`src/rtl/fft_pkg.sv`:
```
// Shared FFT definitions: float word width, per-stage frame constants,
// sequencer state encoding and the complex sample type.
package fft_pkg;

  localparam int FLOAT_W       = 32;
  localparam int STAGE9_ADDR_W = 8;
  localparam int STAGE9_FRAME  = 512;

  typedef enum logic {
    S_IDLE = 1'b0,
    S_RUN  = 1'b1
  } seq_state_t;

  typedef struct packed {
    logic [FLOAT_W-1:0] re;
    logic [FLOAT_W-1:0] im;
  } cplx_t;

endpackage

```
`src/rtl/twiddle_seq_stage_9.sv`:
```
// FFT stage-9 twiddle sequencer: counts samples within a 512-point frame,
// addresses the stage twiddle ROM and delays the complex sample by two
// cycles so it meets its angle (ROM read data) at the CORDIC input.
module twiddle_seq_stage_9
  import fft_pkg::*;
#(
  parameter int DATA_W = FLOAT_W,
  parameter int ADDR_W = STAGE9_ADDR_W
) (
  input  logic              i_clk,
  input  logic              i_rst,
  input  logic              i_valid,
  input  logic              i_sof,
  input  logic [DATA_W-1:0] i_re,
  input  logic [DATA_W-1:0] i_im,
  output logic [ADDR_W-1:0] o_rom_addr,
  input  logic [DATA_W-1:0] i_rom_data,
  output logic              o_valid,
  output logic              o_sof,
  output logic              o_eof,
  output logic              o_rot_en,
  output logic [DATA_W-1:0] o_re,
  output logic [DATA_W-1:0] o_im,
  output logic [DATA_W-1:0] o_angle,
  output logic              o_sync_err
);

  localparam int N_W = ADDR_W + 1;
  localparam logic [N_W-1:0] N_LAST = '1;

  // First half of the frame always reads ROM[0] (-0.0); second half reads k = n - half.
  function automatic logic [ADDR_W-1:0] f_rom_addr(input logic [N_W-1:0] n);
    return n[N_W-1] ? n[ADDR_W-1:0] : '0;
  endfunction

  seq_state_t        r_state;
  logic [N_W-1:0]    r_n;

  logic              w_accept_p0;
  logic              w_resync_p0;
  logic [N_W-1:0]    w_idx_p0;

  logic              r_vld_p1;
  logic              r_sof_p1;
  logic              r_eof_p1;
  logic              r_rot_p1;
  logic              r_err_p1;
  logic [ADDR_W-1:0] r_addr_p1;
  logic [DATA_W-1:0] r_re_p1;
  logic [DATA_W-1:0] r_im_p1;

  logic              r_vld_p2;
  logic              r_sof_p2;
  logic              r_eof_p2;
  logic              r_rot_p2;
  logic              r_err_p2;
  logic [DATA_W-1:0] r_re_p2;
  logic [DATA_W-1:0] r_im_p2;

  // Input qualification: which sample is accepted and at what frame index
  always_comb begin
    w_accept_p0 = i_valid & ((r_state == S_RUN) | i_sof);
    w_idx_p0    = i_sof ? '0 : r_n;
    w_resync_p0 = (r_state == S_RUN) & i_valid & i_sof & (r_n != '0);
  end

  // Sequencer FSM and frame sample counter; an i_sof always restarts at n = 0
  always_ff @(posedge i_clk) begin
    if (i_rst) begin
      r_state <= S_IDLE;
      r_n     <= '0;
    end else if (w_accept_p0) begin
      r_state <= S_RUN;
      r_n     <= w_idx_p0 + 1'b1;
    end
  end

  // ---- stage A (p1): ROM address issued, sample and flags captured ----
  always_ff @(posedge i_clk) begin
    if (i_rst) begin
      r_vld_p1  <= 1'b0;
      r_sof_p1  <= 1'b0;
      r_eof_p1  <= 1'b0;
      r_rot_p1  <= 1'b0;
      r_err_p1  <= 1'b0;
      r_addr_p1 <= '0;
      r_re_p1   <= '0;
      r_im_p1   <= '0;
    end else begin
      r_vld_p1 <= w_accept_p0;
      r_sof_p1 <= w_accept_p0 & i_sof;
      r_eof_p1 <= w_accept_p0 & (w_idx_p0 == N_LAST);
      r_rot_p1 <= w_accept_p0 & w_idx_p0[N_W-1];
      r_err_p1 <= w_resync_p0;
      if (w_accept_p0) begin
        r_addr_p1 <= f_rom_addr(w_idx_p0);
        r_re_p1   <= i_re;
        r_im_p1   <= i_im;
      end
    end
  end

  // ---- stage B (p2): aligned with the ROM's registered read data ----
  always_ff @(posedge i_clk) begin
    if (i_rst) begin
      r_vld_p2 <= 1'b0;
      r_sof_p2 <= 1'b0;
      r_eof_p2 <= 1'b0;
      r_rot_p2 <= 1'b0;
      r_err_p2 <= 1'b0;
      r_re_p2  <= '0;
      r_im_p2  <= '0;
    end else begin
      r_vld_p2 <= r_vld_p1;
      r_sof_p2 <= r_sof_p1;
      r_eof_p2 <= r_eof_p1;
      r_rot_p2 <= r_rot_p1;
      r_err_p2 <= r_err_p1;
      if (r_vld_p1) begin
        r_re_p2 <= r_re_p1;
        r_im_p2 <= r_im_p1;
      end
    end
  end

  assign o_rom_addr = r_addr_p1;
  assign o_valid    = r_vld_p2;
  assign o_sof      = r_sof_p2;
  assign o_eof      = r_eof_p2;
  assign o_rot_en   = r_rot_p2;
  assign o_sync_err = r_err_p2;
  assign o_re       = r_re_p2;
  assign o_im       = r_im_p2;
  assign o_angle    = i_rom_data;

endmodule

```
`config.mk`:
```
export PLATFORM = sky130hd
export DESIGN_NAME = twiddle_seq_stage_9
export DESIGN_NICKNAME = d
export VERILOG_FILES = /design/src/rtl/fft_pkg.sv /design/src/rtl/twiddle_seq_stage_9.sv
export SDC_FILE = /design/constraint.sdc
export NUM_CORES = 1
export LEC_CHECK = 0
export ABC_AREA = 1
export BUFFER_PORTS_ARGS = -buffer_cell sky130_fd_sc_hd__buf_2
export CAP_MARGIN = 10
export CORE_MARGIN = 1.5
export CORE_UTILIZATION = 30
export CTS_CLUSTER_DIAMETER = 50
export DETAILED_ROUTE_END_ITERATION = 8
export PLACE_DENSITY_LB_ADDON = 0.25
export SLEW_MARGIN = 15
export SYNTH_ARGS = -nofsm -noshare
export SYNTH_HDL_FRONTEND = slang
export SYNTH_SLANG_ARGS = --single-unit
```
`constraint.sdc`:
```
create_clock -name i_clk -period 2.5 [get_ports i_clk]
set_input_delay 0.25 -clock i_clk [delete_from_list [all_inputs] [get_ports i_clk]]
set_output_delay 0.25 -clock i_clk [all_outputs]
set_load 0.05 [all_outputs]
```
Yosys cells after proc, flatten, opt, wreduce, memory -nomap -nowiden

Cells that the tools add are included.

Memory bits (read-only): 0
Output and inout port bits: 109
Word-level logic and storage cells: 30
RAM bits: 0
Input bits: 100
Latch bits: 0
Memories kept: 0
Register bits: 156

Bitwise logic cells: 8
Add/subtract/negate cells: 1
$lt $le $gt $ge: 0
Shift operators: 0
Mux-type cells: 2
Equal/unequal tests: 1
Reductions and logical operators: 1
Multiply operators: 0
Div/mod/pow operators: 0

Operator list:

| cell                                                          | count |
|---|---|
| 9-bit by 1-bit adder with 9-bit output, second input constant | 1 |
| 9-bit equality test, second input constant                    | 1 |
| 9-bit two-way mux                                             | 1 |
| 9-bit nonzero test                                            | 1 |
| 8-bit two-way mux                                             | 1 |
| 1-bit AND                                                     | 7 |
| 1-bit OR                                                      | 1 |

Logic depth before layout (Yosys ltp)

Depth in word-level cells: 3
Mapped depth: 10

Worst setup path after synthesis

No wires, ideal clock.

Path kind: register to register
From: reg r_n[0]
To: reg r_n[8]
Slack: 0.865 ns
Data arrival time: 1.516 ns
Library setup time: 0.119 ns
Stages on the path, launching flop included: 11
Path buffers: 0
Cell sequence: dfxtp_1 inv_1 nor2_1 ha_1 nand2_1 nor2_1 nand2_1 nor3_1 ha_1 o21ai_0 a21oi_1

Word-level cells in the longest chain between the ends: 2

Ends and longest elaborated chain:

| what                                   | line                      | RTL |
|---|---|---|
| start, declared                        | twiddle_seq_stage_9.sv:37 | `logic [N_W-1:0] r_n;` |
| start signal, assigned                 | twiddle_seq_stage_9.sv:74 | `r_n <= w_idx_p0 + 1'b1;` |
| 9-bit two-way mux                      | twiddle_seq_stage_9.sv:63 | `w_idx_p0 = i_sof ? '0 : r_n;` |
| 9-bit by 1-bit adder with 9-bit output | twiddle_seq_stage_9.sv:74 |  |

Every way passes these cells.
A chain may end at the register's enable or synchronous reset.

Final worst setup path

Ends and elaborated chain as after synthesis.

==> results.md <==
Placement:
- The count of input and output buffers is 144.
- The total placed cells including tap cells is 1042.
- The placed wire-length estimate is 8.449 mm.
- The placer's final routability congestion estimate is 0.7780.

Setup path:
- The worst setup path is of the reg2reg kind.
- The type of element launching the critical path is a flip-flop.
- STA puts the critical path data arrival time at 2080 ps.
- The maximum net fanout on the critical path is 4.
- The critical path capture point type is a flip-flop.
- In this run the critical register-to-register path is launched from r_n[0]$_SDFFE_PP0P_.
- The critical path starts at r_n[0]$_SDFFE_PP0P_.
- The required time of the worst setup path is 2790 ps.
- Walking the worst path, the cells encountered are inv_1 > nor2_1 > ha_1 > nand2_1 > nor2_1 > nand2_1 > nor3_1 > ha_1 > o21ai_0 > a21oi_1.
- In this design, the stage delay of the slowest critical-path cell is 360 ps.
- The slowest cell on the critical path is sky130_fd_sc_hd__dfxtp_1.

STA:
- The highest attainable clock frequency is 561.3 MHz.
- The clock period minus final worst setup slack is 1781 ps.
- The final-report setup violation count is 0.
- For the final database, setup skew stands at 8.845 ps.
- The measured slew at the worst slew-check pin is 655.8 ps.
- Setup repair after global routing left no endpoint under its margin.
- The total count of max-transition violations in the final report is 0.
- Summed over all failing endpoints, the final setup total negative slack is 0 ps.
- After layout, the worst path uses 71.26% of the clock period.
- The count of final hold-check violations is 0.
- The headroom to the max-slew limit is 56.28%.

Synth:
- After synthesis, the share of flip-flops with an asynchronous set or reset is 0%.
- Yosys mapped the design onto 17 distinct sky130hd cell types.
- The synthesized netlist net count is 834.
- The commonest cells after synthesis are sky130_fd_sc_hd__nor2_1 (283), sky130_fd_sc_hd__dfxtp_1 (156), sky130_fd_sc_hd__o21ai_0 (137).
- After synthesis, flip-flops and latches occupy 55.01% of the total area.
- After synthesis the netlist holds a flip-flop and latch count of 156.
- Ranked by total cell area, the synthesized netlist is headed by sky130_fd_sc_hd__dfxtp_1 (55%), sky130_fd_sc_hd__nor2_1 (19%), sky130_fd_sc_hd__o21ai_0 (12%).
- In the post-synthesis netlist, the cell with the most instances is sky130_fd_sc_hd__nor2_1.
- Averaged over all synthesized cells, the footprint is 7.755 sq um.
- In the synthesized netlist, the number of instances is 732.
- In this run, synthesis inferred 0 flip-flops with an integrated enable.
- The biggest area consumer among synthesized cells is sky130_fd_sc_hd__dfxtp_1.
- Yosys printed 0 warnings.
- The synthesized design devotes to its leading area cell type 55.01% of total area.
- The mapped netlist covers 5677 sq um.
- The dominant register cell in the synthesized netlist is sky130_fd_sc_hd__dfxtp_1.

Floorplan:
- The die area is 19760 sq um.
- Pin placement for this block handled 209 I/O pins.
- From left edge to right edge, the die measures 140.6 microns.
- The number of rows created at floorplan is 50.
- Once the floorplan was initialized, standard cells occupied 30.45% of the core.
- The height of the die is 140.6 microns.
- The area inside the core boundary is 18640 sq um.

Route:
- The detailed-router iteration count before antenna repair is 4.
- In this run, the number of DRC markers left after iteration 0 of detailed routing was 210.
- After detailed routing, the average wire length per cell comes to 13.05 microns.
- The total length of routed wires is 14.01 mm.
- For this run, design rule violations remaining after detail routing come to 0.
- The detailed-route vias per instance is 4.484.
- Detailed routing inserted a total of 4811 vias.
- The residual antenna-violating net count after detailed routing is 0.

Final layout:
- The final standard cell count with taps included and fillers excluded is 1073.
- The area added between synthesis and finish is 22.17%.
- The net count of the finished layout is 929.
- The final standard cell utilization of the core is 37.20%.
- In the final layout, the share of cells above drive strength 1 is 22.05%.
- The number of inserted diodes is 0.

Clocking:
- The clock root buffer master is sky130_fd_sc_hd__clkbuf_16.
- TritonCTS built the clock tree.
- In this run, CTS created clock tree buffers numbering 17.
- Clock tree synthesis found a total of 156 sinks.
- The clock tree synthesis step divided the H-tree into 4 levels.
- The insertion delay to the later sink of the worst-skew pair is 410 ps.
- The maximum root-to-sink buffer count is 2.
- The clock-pin slew on the worst setup and hold paths is 60 ps.
- The post-cts hold buffer count is 0.
- After clock tree synthesis, the repair step resized 0 gates.
- The buffer count from post-CTS setup fixing is 0.

Hold path:
- The class of the most critical hold timing path is in2reg.
- In this run the most critical hold path is launched from i_im[22].

Status:
- The run finished with clean final reports.

Power and ir drop:
- The clock share of power is 43.1%.
- Cell internal power was estimated by the tool at 4.383 mW.
- Net switching is 25.82% of the power.
- The power share of the combinational group is 11.1%.
- Of the total power, registers draw 45.8%.
- The maximum vdd ir drop is 427.2 uV.
- Summed over all nets, the switching power comes to 1.526 mW.
- The analysis attributes to cell leakage a power of 3.349 nW.
- In this run the power density over the cells is 852.0 nW/um^2.

Global route:
- For this run the aggregate overflow at the end of global routing stands at 0.
- The number of antenna violations at the first check in global routing is 0.
- The global-route total usage across every layer is 14.71%.
- The first global-routing pass estimated 23.29 mm of wire.
- The number of global-route vias before repair is 4593.
- The largest net degree at the start of global routing is 78.

Job:
- The max-cap check violation count is 0.
-- final cells by class --
type | count | area, sq um
fillers | 1979 | 11710
flip-flops and latches | 156 | 3124
multi-input cells | 478 | 2032
repair buffers | 153 | 825.8
clock buffers | 25 | 495.5
well taps | 234 | 292.8
clock inverters | 6 | 85.08
inverters | 21 | 80.08
-- per-layer routing --
layer  global-route usage, %  part of all wire, %  vias to the layer above
met2                   22.85                   44                      130
met4                   4.167                  1.1                        0
li1                        -                    -                     2486
met5                       0                    0                        -
met1                   18.83                   48                     2175
met3                   5.949                  7.1                       20
-- registers in the layout, indices dropped and copies added (netlist names) --
signal	cells
o_im	32
o_re	32
r_im_p1	32
r_re_p1	32
r_n	9
o_rom_addr	8
o_eof	1
o_rot_en	1
o_sof	1
o_sync_err	1
o_valid	1
r_eof_p1	1
r_err_p1	1
r_rot_p1	1
r_sof_p1	1
r_state	1
r_vld_p1	1
-- worst max-delay path, delay by kind of cell (launching register included) --
family | cells | cell delay (ps)
buffers and inverters | 1 | 50
AND/OR/NAND/NOR | 5 | 620
adder cells (fa/ha/maj) | 2 | 450
flip-flops | 1 | 360
AO/OA/AOI/OAI | 2 | 200
-- cells in the final DEF, fill, tap and decap left out, types with 2 or more instances in the layout --
cell type and count:
sky130_fd_sc_hd__nor3_1 4, sky130_fd_sc_hd__nand3_1 13, sky130_fd_sc_hd__o21ai_0 137, sky130_fd_sc_hd__clkinvlp_4 2, sky130_fd_sc_hd__clkbuf_8 4, sky130_fd_sc_hd__buf_12 3
sky130_fd_sc_hd__a21oi_1 10, sky130_fd_sc_hd__nor2_1 283, sky130_fd_sc_hd__clkinv_2 3, sky130_fd_sc_hd__clkbuf_16 17, sky130_fd_sc_hd__buf_2 144, sky130_fd_sc_hd__dfxtp_1 155
sky130_fd_sc_hd__bufinv_16 2, sky130_fd_sc_hd__clkbuf_1 4, sky130_fd_sc_hd__ha_1 2, sky130_fd_sc_hd__buf_4 6, sky130_fd_sc_hd__nand2_1 25, sky130_fd_sc_hd__nand4_1 2
sky130_fd_sc_hd__inv_2 2, sky130_fd_sc_hd__inv_1 18
-- through the flow --
| step | hold WS, ps | cell area [sq um] | worst slack (ps) | total power, mW |
|---|---|---|---|---|
| finish | 51.31 | 6935 | 718.5 | 5.909 |
| floorplan | 334.1 | 5677 | 864.6 | 3.353 |
| detailed placement | 391.6 | 6355 | 680.3 | 3.422 |
| global route | 41.19 | 6935 | 475.4 | 6.166 |
| global placement | 390.7 | 6355 | 715.3 | 3.420 |
| CTS | 34.80 | 6935 | 711.6 | 5.998 |
-- worst paths after layout --
check | endpoint | slack (ps) | cells past startpoint
min | r_im_p1[22]$_SDFFE_PP0P_ | 50 | 3
min reg2reg | o_sync_err$_SDFF_PP0_ | 400 | 2
max | r_n[8]$_SDFFE_PP0P_ | 720 | 10
max reg2reg | r_n[8]$_SDFFE_PP0P_ | 720 | 10
-- cell families after synthesis --
family	Yosys count	synth area share, %
buffers and inverters	98	9.191
flip-flops	156	55.01
AND/OR/NAND/NOR	328	22.28
adder cells (fa/ha/maj)	2	0.4407
AO/OA/AOI/OAI	148	13.07
-- power groups by stage --
stage | logic [mW] | registers, mW | clock network, mW
3_5_place_dp | 0.666 | 2.76 | 0
5_1_grt | 0.729 | 2.72 | 2.72
4_1_cts | 0.670 | 2.70 | 2.63
6_report | 0.658 | 2.70 | 2.55
3_3_place_gp | 0.666 | 2.75 | 0
2_1_floorplan | 0.390 | 2.96 | 0
No activity file was read; power rests on OpenSTA's default activity.
